==> src/rtl/vga_writer_if.sv <==
// ---------------------------------------------------------------------------
// vga_writer_if : frame-FIFO read port and VGA pin bundle for vga_writer.  Rev 1.0
// ---------------------------------------------------------------------------
`default_nettype none

interface vga_writer_if;
  logic [11:0] fifo_q;
  logic        fifo_empty;
  logic        fifo_rd;
  logic [3:0]  vga_r;
  logic [3:0]  vga_g;
  logic [3:0]  vga_b;
  logic        hsync;
  logic        vsync;
  logic        de;
  logic        frame_start;
  logic        underflow;

  modport master (
    input  fifo_q, fifo_empty,
    output fifo_rd, vga_r, vga_g, vga_b, hsync, vsync, de, frame_start, underflow
  );

  modport slave (
    output fifo_q, fifo_empty,
    input  fifo_rd, vga_r, vga_g, vga_b, hsync, vsync, de, frame_start, underflow
  );
endinterface

`default_nettype wire

==> src/rtl/vga_writer.sv <==
// ---------------------------------------------------------------------------
// vga_writer : VGA sync generator + FIFO pixel scan-out; option VGA_WRITER_TEST_PATTERN_EN.
// Rev 1.0
// ---------------------------------------------------------------------------
`default_nettype none

module vga_writer #(
  parameter logic [11:0] h_disp      = 12'd640,
  parameter logic [11:0] h_fporch    = 12'd16,
  parameter logic [11:0] h_sync      = 12'd96,
  parameter logic [11:0] h_bporch    = 12'd48,
  parameter logic [11:0] v_disp      = 12'd480,
  parameter logic [11:0] v_fporch    = 12'd10,
  parameter logic [11:0] v_sync      = 12'd2,
  parameter logic [11:0] v_bporch    = 12'd33,
  parameter logic        hs_polarity = 1'b0,
  parameter logic        vs_polarity = 1'b0
) (
  input  wire logic     vga_clk,
  input  wire logic     reset,
`ifdef VGA_WRITER_TEST_PATTERN_EN
  input  wire logic     test_pattern,
`endif
  vga_writer_if.master  vif
);

  localparam logic [11:0] H_ACT_BEG = h_sync + h_bporch;
  localparam logic [11:0] H_ACT_END = H_ACT_BEG + h_disp;
  localparam logic [11:0] H_TOT     = H_ACT_END + h_fporch;
  localparam logic [11:0] H_LAST    = H_TOT - 12'd1;
  localparam logic [11:0] V_ACT_BEG = v_sync + v_bporch;
  localparam logic [11:0] V_ACT_END = V_ACT_BEG + v_disp;
  localparam logic [11:0] V_TOT     = V_ACT_END + v_fporch;
  localparam logic [11:0] V_LAST    = V_TOT - 12'd1;

  logic [11:0] h_cnt;
  logic [11:0] v_cnt;
  logic        act;
  logic        tp;

  logic        s1_hs;
  logic        s1_vs;
  logic        s1_act;
  logic        s1_miss;
  logic        s1_tp;
  logic [2:0]  s1_bar;

  logic [11:0] rgb;
  logic        hs_out;
  logic        vs_out;
  logic        de_out;
  logic        fs_out;
  logic        uf_out;

`ifdef VGA_WRITER_TEST_PATTERN_EN
  localparam logic [11:0] BAR_W = h_disp >> 3;
  logic [11:0] h_pix;
  logic [11:0] bar_full;
  assign tp       = test_pattern;
  assign h_pix    = h_cnt - H_ACT_BEG;
  assign bar_full = h_pix / BAR_W;
`else
  assign tp = 1'b0;
`endif

  always_ff @(posedge vga_clk or negedge reset) begin
    if (!reset) begin
      h_cnt <= '0;
      v_cnt <= '0;
    end else if (h_cnt == H_LAST) begin
      h_cnt <= '0;
      v_cnt <= (v_cnt == V_LAST) ? 12'd0 : v_cnt + 12'd1;
    end else begin
      h_cnt <= h_cnt + 12'd1;
    end
  end

  assign act = (h_cnt >= H_ACT_BEG) && (h_cnt < H_ACT_END) &&
               (v_cnt >= V_ACT_BEG) && (v_cnt < V_ACT_END);

  // Gated on reset so no read escapes while the FIFO is being flushed.
  assign vif.fifo_rd = reset & act & ~vif.fifo_empty & ~tp;

  always_ff @(posedge vga_clk or negedge reset) begin
    if (!reset) begin
      s1_hs   <= ~hs_polarity;
      s1_vs   <= ~vs_polarity;
      s1_act  <= 1'b0;
      s1_miss <= 1'b0;
      s1_tp   <= 1'b0;
      s1_bar  <= 3'd0;
    end else begin
      s1_hs   <= (h_cnt < h_sync) ? hs_polarity : ~hs_polarity;
      s1_vs   <= (v_cnt < v_sync) ? vs_polarity : ~vs_polarity;
      s1_act  <= act;
      s1_miss <= act & vif.fifo_empty & ~tp;
      s1_tp   <= tp;
`ifdef VGA_WRITER_TEST_PATTERN_EN
      s1_bar  <= bar_full[2:0];
`else
      s1_bar  <= 3'd0;
`endif
    end
  end

  // fifo_q carries the word read one cycle earlier, lining up with stage 1.
  always_ff @(posedge vga_clk or negedge reset) begin
    if (!reset) begin
      rgb    <= 12'h000;
      hs_out <= ~hs_polarity;
      vs_out <= ~vs_polarity;
      de_out <= 1'b0;
      fs_out <= 1'b0;
      uf_out <= 1'b0;
    end else begin
      hs_out <= s1_hs;
      vs_out <= s1_vs;
      de_out <= s1_act;
      fs_out <= (h_cnt == 12'd0) && (v_cnt == 12'd0);
      if (s1_act && s1_tp)
        rgb <= {{4{s1_bar[2]}}, {4{s1_bar[1]}}, {4{s1_bar[0]}}};
      else if (s1_act && !s1_miss)
        rgb <= vif.fifo_q;
      else
        rgb <= 12'h000;
      if (s1_miss)
        uf_out <= 1'b1;
      else if (fs_out)
        uf_out <= 1'b0;
    end
  end

  assign vif.vga_r       = rgb[11:8];
  assign vif.vga_g       = rgb[7:4];
  assign vif.vga_b       = rgb[3:0];
  assign vif.hsync       = hs_out;
  assign vif.vsync       = vs_out;
  assign vif.de          = de_out;
  assign vif.frame_start = fs_out;
  assign vif.underflow   = uf_out;

endmodule

`default_nettype wire
==> src/flat_wrapper.sv <==
// flat-port wrapper written by rule: the top's interface ports become plain ports
module vga_writer_flat 
#(
  parameter logic [11:0] h_disp      = 12'd640,
  parameter logic [11:0] h_fporch    = 12'd16,
  parameter logic [11:0] h_sync      = 12'd96,
  parameter logic [11:0] h_bporch    = 12'd48,
  parameter logic [11:0] v_disp      = 12'd480,
  parameter logic [11:0] v_fporch    = 12'd10,
  parameter logic [11:0] v_sync      = 12'd2,
  parameter logic [11:0] v_bporch    = 12'd33,
  parameter logic        hs_polarity = 1'b0,
  parameter logic        vs_polarity = 1'b0
)
  (vga_clk, reset, vif_fifo_q, vif_fifo_empty, vif_fifo_rd, vif_vga_r, vif_vga_g, vif_vga_b, vif_hsync, vif_vsync, vif_de, vif_frame_start, vif_underflow);
  vga_writer_if vif_i ();
  input  wire logic vga_clk;
  input  wire logic reset;
  input wire logic [$bits(vif_i.fifo_q)-1:0] vif_fifo_q;
  input wire logic [$bits(vif_i.fifo_empty)-1:0] vif_fifo_empty;
  output wire logic [$bits(vif_i.fifo_rd)-1:0] vif_fifo_rd;
  output wire logic [$bits(vif_i.vga_r)-1:0] vif_vga_r;
  output wire logic [$bits(vif_i.vga_g)-1:0] vif_vga_g;
  output wire logic [$bits(vif_i.vga_b)-1:0] vif_vga_b;
  output wire logic [$bits(vif_i.hsync)-1:0] vif_hsync;
  output wire logic [$bits(vif_i.vsync)-1:0] vif_vsync;
  output wire logic [$bits(vif_i.de)-1:0] vif_de;
  output wire logic [$bits(vif_i.frame_start)-1:0] vif_frame_start;
  output wire logic [$bits(vif_i.underflow)-1:0] vif_underflow;
  assign vif_i.fifo_q = vif_fifo_q;
  assign vif_i.fifo_empty = vif_fifo_empty;
  assign vif_fifo_rd = vif_i.fifo_rd;
  assign vif_vga_r = vif_i.vga_r;
  assign vif_vga_g = vif_i.vga_g;
  assign vif_vga_b = vif_i.vga_b;
  assign vif_hsync = vif_i.hsync;
  assign vif_vsync = vif_i.vsync;
  assign vif_de = vif_i.de;
  assign vif_frame_start = vif_i.frame_start;
  assign vif_underflow = vif_i.underflow;
  vga_writer #(.h_disp(h_disp), .h_fporch(h_fporch), .h_sync(h_sync), .h_bporch(h_bporch), .v_disp(v_disp), .v_fporch(v_fporch), .v_sync(v_sync), .v_bporch(v_bporch), .hs_polarity(hs_polarity), .vs_polarity(vs_polarity)) u_core (.vga_clk(vga_clk), .reset(reset), .vif(vif_i));
endmodule
==> config.mk <==
export PLATFORM = sky130hd
export DESIGN_NAME = vga_writer_flat
export DESIGN_NICKNAME = d
export VERILOG_FILES = /design/src/rtl/vga_writer_if.sv /design/src/rtl/vga_writer.sv /design/src/flat_wrapper.sv
export SDC_FILE = /design/constraint.sdc
export NUM_CORES = 1
export LEC_CHECK = 0
export ABC_AREA = 0
export CAP_MARGIN = 20
export CORE_AREA = 2 2 65 61
export CTS_CLUSTER_SIZE = 28
export DETAILED_ROUTE_END_ITERATION = 12
export DIE_AREA = 0 0 67 63
export DONT_BUFFER_PORTS = 1
export GPL_ROUTABILITY_DRIVEN = 0
export PLACE_DENSITY = 0.82
export SLEW_MARGIN = 20
export SYNTH_ARGS = -nofsm -noshare
export SYNTH_HDL_FRONTEND = slang
export SYNTH_SLANG_ARGS = --single-unit
==> constraint.sdc <==
create_clock -name vga_clk -period 3.9 [get_ports vga_clk]
set_input_delay 0.78 -clock vga_clk [delete_from_list [all_inputs] [get_ports vga_clk]]
set_output_delay 0.78 -clock vga_clk [all_outputs]
set_load 0.02 [all_outputs]
==> results.md <==
- After synthesis, the netlist uses 48 different library cells.
- The highest fanout seen on the critical path is 8.
- The total count of max-transition violations in the final report is 0.
- Synthesis inferred 45 register bits.
- The maximum number of pins on one net before global-route repair is 47.
- After synthesis, the most frequently instantiated cells are 41 x dfrtp_1, 15 x and2_1, 12 x nand2_1.
- Post-CTS repair changed the size of 0 cells.
- The instance count of the mapped netlist is 181.
- The number of enable flip-flop cells after synthesis is 0.
- The initial standard-cell utilization of the core is 56.9%.
- Global routing used 18.5% of the available tracks.
- The via density per instance is 5.90.
- The clock tree synthesis step divided the H-tree into 2 levels.
- For this design, the sink count on the clock tree is 45.
- The number of core rows is 21.
- The die span in y is 63 um.
- Summing the sequential cell areas from Yosys gives 55.6% of the chip area.
- The first-pass detailed-route iteration total is 4.
- The end-of-flow core utilization is 60.1%.
- After legalization and detailed placement, the total HPWL measured 2.59 mm.
- The type of destination of the critical path is an output port.
- The floorplan die area is 4220 um2.
- STA puts the critical path data arrival time at 2210 ps.
- The number of fillers in the final layout is 300.
- The worst-case IR drop observed on VDD is 0.165 mV.
- The average size of a mapped cell is 11.2 um2.
- Across the run, the number of max-cap violations was 0.
- In this run the tool buffered the top-level ports with 0 buffer cells.
- The via count is 1345.
- The static leakage is 0.961 nW.
- Setup repair after global routing left no endpoint under its margin.
- The core region area is 3570 um2.
- The via count of the first global-routing pass is 1344.
- The maximum achievable frequency is 0.335 GHz.
- The first global-routing pass estimated 5.90 mm of wire.
- The repair_antennas step left the layout with diodes totalling 0.
- The horizontal extent of the die is 67 um.
- The count of nets left with antenna violations once routing finished came out at 0.
- dfrtp_1 is the most common cell in the netlist.
- The area taken by multi-input logic gates is 846 um2.
- The clock root buffer is clkbuf_8.
- Dividing the detail-routed wire length by the instance count gives 15.6 um.
- Of the post-synthesis cell area, the dominant cell type holds 50.4%.
- Yosys attributes the largest share of cell area to dfrtp_1 50%, dfstp_2 5.2%, and2_1 4.6%, xnor2_1 3.9%, ha_1 2.5%.
- In this run, CTS created clock tree buffers numbering 5.
- The final count of hold timing violations came to 0.
- The quantity of hold-fixing buffers added after cts is 0.
- The number of nets at the end of the flow is 200.
- The critical path class is reg -> out.
- The count of buffers added by post-CTS timing repair for setup is 0.
- For this design the ratio of total power to cell area is 353 nW/um2.
- The clock reaches the later pin of the worst-skew pair after 300 ps.
- Hold is met by 165 ps.
- Power comes to 758 uW.
- The number of warnings issued by yosys is 0.
- The number of DRC markers in iteration 0 is 142.
- For the pin with the worst max-slew slack, the measured transition is 579 ps.
- 33 I/O pins were placed.
- The post-detailed-routing wire length is 3.55 mm.
- STA classifies the critical path startpoint as a flop.
- The mapped netlist covers 2030 um2.
- The synthesized net count is 200.
- The type of the worst min-delay path is in -> async.
- The dominant cell type by area after synthesis is dfrtp_1.
- The post-synthesis to final-layout area growth is 5.54%.
- The CTS tree is yes.
- The final critical-path share of the clock period is 76.6%.
- The number of setup violations in the final report is 0.
- Cells with a size suffix above 1 make up 12.1% of the layout.
- The global-route congestion overflow total is 0.
- The clock tree buffer depth is 2.
- The clock period could shrink to 2990 ps.
- The clock-pin slew on the worst setup and hold paths is 90 ps.
- For the final routed database, the setup TNS stands at 0 ps.
- The run finished with clean final reports.
- The relative slew slack is 61.3%.
- The initial antenna violation count is 0.
- Of all flip-flops after synthesis, the portion carrying an async set or reset was 100%.
- For this run, design rule violations remaining after detail routing come to 0.
- Between clock sinks in the finished design, the worst skew comes to 8.09 ps.
- The main flop type after synthesis is dfrtp_1.
- The worst path required time is 3120 ps.
- The storage element area is 1130 um2.
## per-stage QoR
stage / setup slack (ps) / instance area, um2 / cells
6_report: 913 / 2150 / 228
2_1_floorplan: 1360 / 2030 / 181
4_1_cts: 899 / 2150 / 228
3_3_place_gp: 1270 / 2050 / 220
3_5_place_dp: 1240 / 2050 / 220
5_1_grt: 819 / 2150 / 228
## cells by family after synthesis
family / Yosys count / share of synthesized area, %
XOR/XNOR: 12 / 5.17
AND/OR/NAND/NOR: 88 / 27.5
multiplexers: 1 / 0.492
buffers and inverters: 12 / 2.83
flip-flops: 45 / 55.6
adder cells (fa/ha/maj): 4 / 2.46
AO/OA/AOI/OAI: 19 / 5.97
## worst max-delay path, stage by stage (launching register included)
cell and delay, ps:
dfrtp_1 400, ha_1 300, nor4_1 320, and4b_1 250, nor3_1 80, nor4b_2 560
## report_power, final
| part | total, mW | switching, mW | internal [mW] |
|---|---|---|---|
| registers | 0.466 | 0 | 0.466 |
| logic | 0.000437 | 0 | 0.000436 |
| clock network | 0.291 | 0.162 | 0.129 |
| total | 0.758 | 0.162 | 0.596 |
## routing by layer
layer  share of wire [%]  GRT usage, %
met1                  44          22.8
met2                  48          30.2
met3                 6.3          5.77
met4                 1.6          6.89
met5                   0             0
## layout by cell type, fill, tap and decap left out, types with 2 or more instances in the layout
cell type,instances
or4_1,2
dfstp_2,4
xnor2_1,9
nand3b_1,3
o21ai_0,8
clkbuf_8,5
nor4_1,3
a21oi_1,3
and2_1,15
dfrtp_1,41
nor3b_1,2
nor3_1,6
xor2_1,3
inv_1,5
nor2_1,9
nand3_1,10
and3_2,2
nand2_1,12
ha_1,4
nand4_1,8
## layout make-up
| cell class | count | share of cell area, % |
|---|---|---|
| Sequential cell | 45 | 52.7 |
| Multi-Input combinational cell | 124 | 39.4 |
| Clock buffer | 5 | 3.21 |
| Tap cell | 46 | 2.68 |
| Clock inverter | 3 | 1.17 |
| Inverter | 5 | 0.874 |
## sequential cells by signal, indices dropped and copies added, names as in the netlist
signal                  count
u_core.s1_hs                1
u_core.s1_act               1
u_core.vif.de               1
u_core.h_cnt               12
u_core.vif.frame_start      1
u_core.vif.underflow        1
u_core.rgb                 12
u_core.vif.vsync            1
u_core.s1_vs                1
u_core.v_cnt               12
u_core.s1_miss              1
u_core.vif.hsync            1
## worst paths after layout
| check | from | to | slack, ps | depth (start not counted) |
|---|---|---|---|---|
| max | u_core.v_cnt[0]$_DFFE_PN0N_ | vif_fifo_rd | 910 | 5 |
| min | reset | u_core.v_cnt[11]$_DFFE_PN0N_ | 170 | 0 |
| max reg2reg | u_core.v_cnt[1]$_DFFE_PN0N_ | u_core.v_cnt[3]$_DFFE_PN0N_ | 1990 | 6 |
| min reg2reg | u_core.s1_vs$_DFF_PN1_ | u_core.vif.vsync$_DFF_PN1_ | 360 | 0 |
| max in group asynchronous | reset | u_core.s1_vs$_DFF_PN1_ | 3550 | 0 |
| min in group vga_clk | u_core.s1_vs$_DFF_PN1_ | u_core.vif.vsync$_DFF_PN1_ | 360 | 0 |
Power figures use the tool's default switching activity.
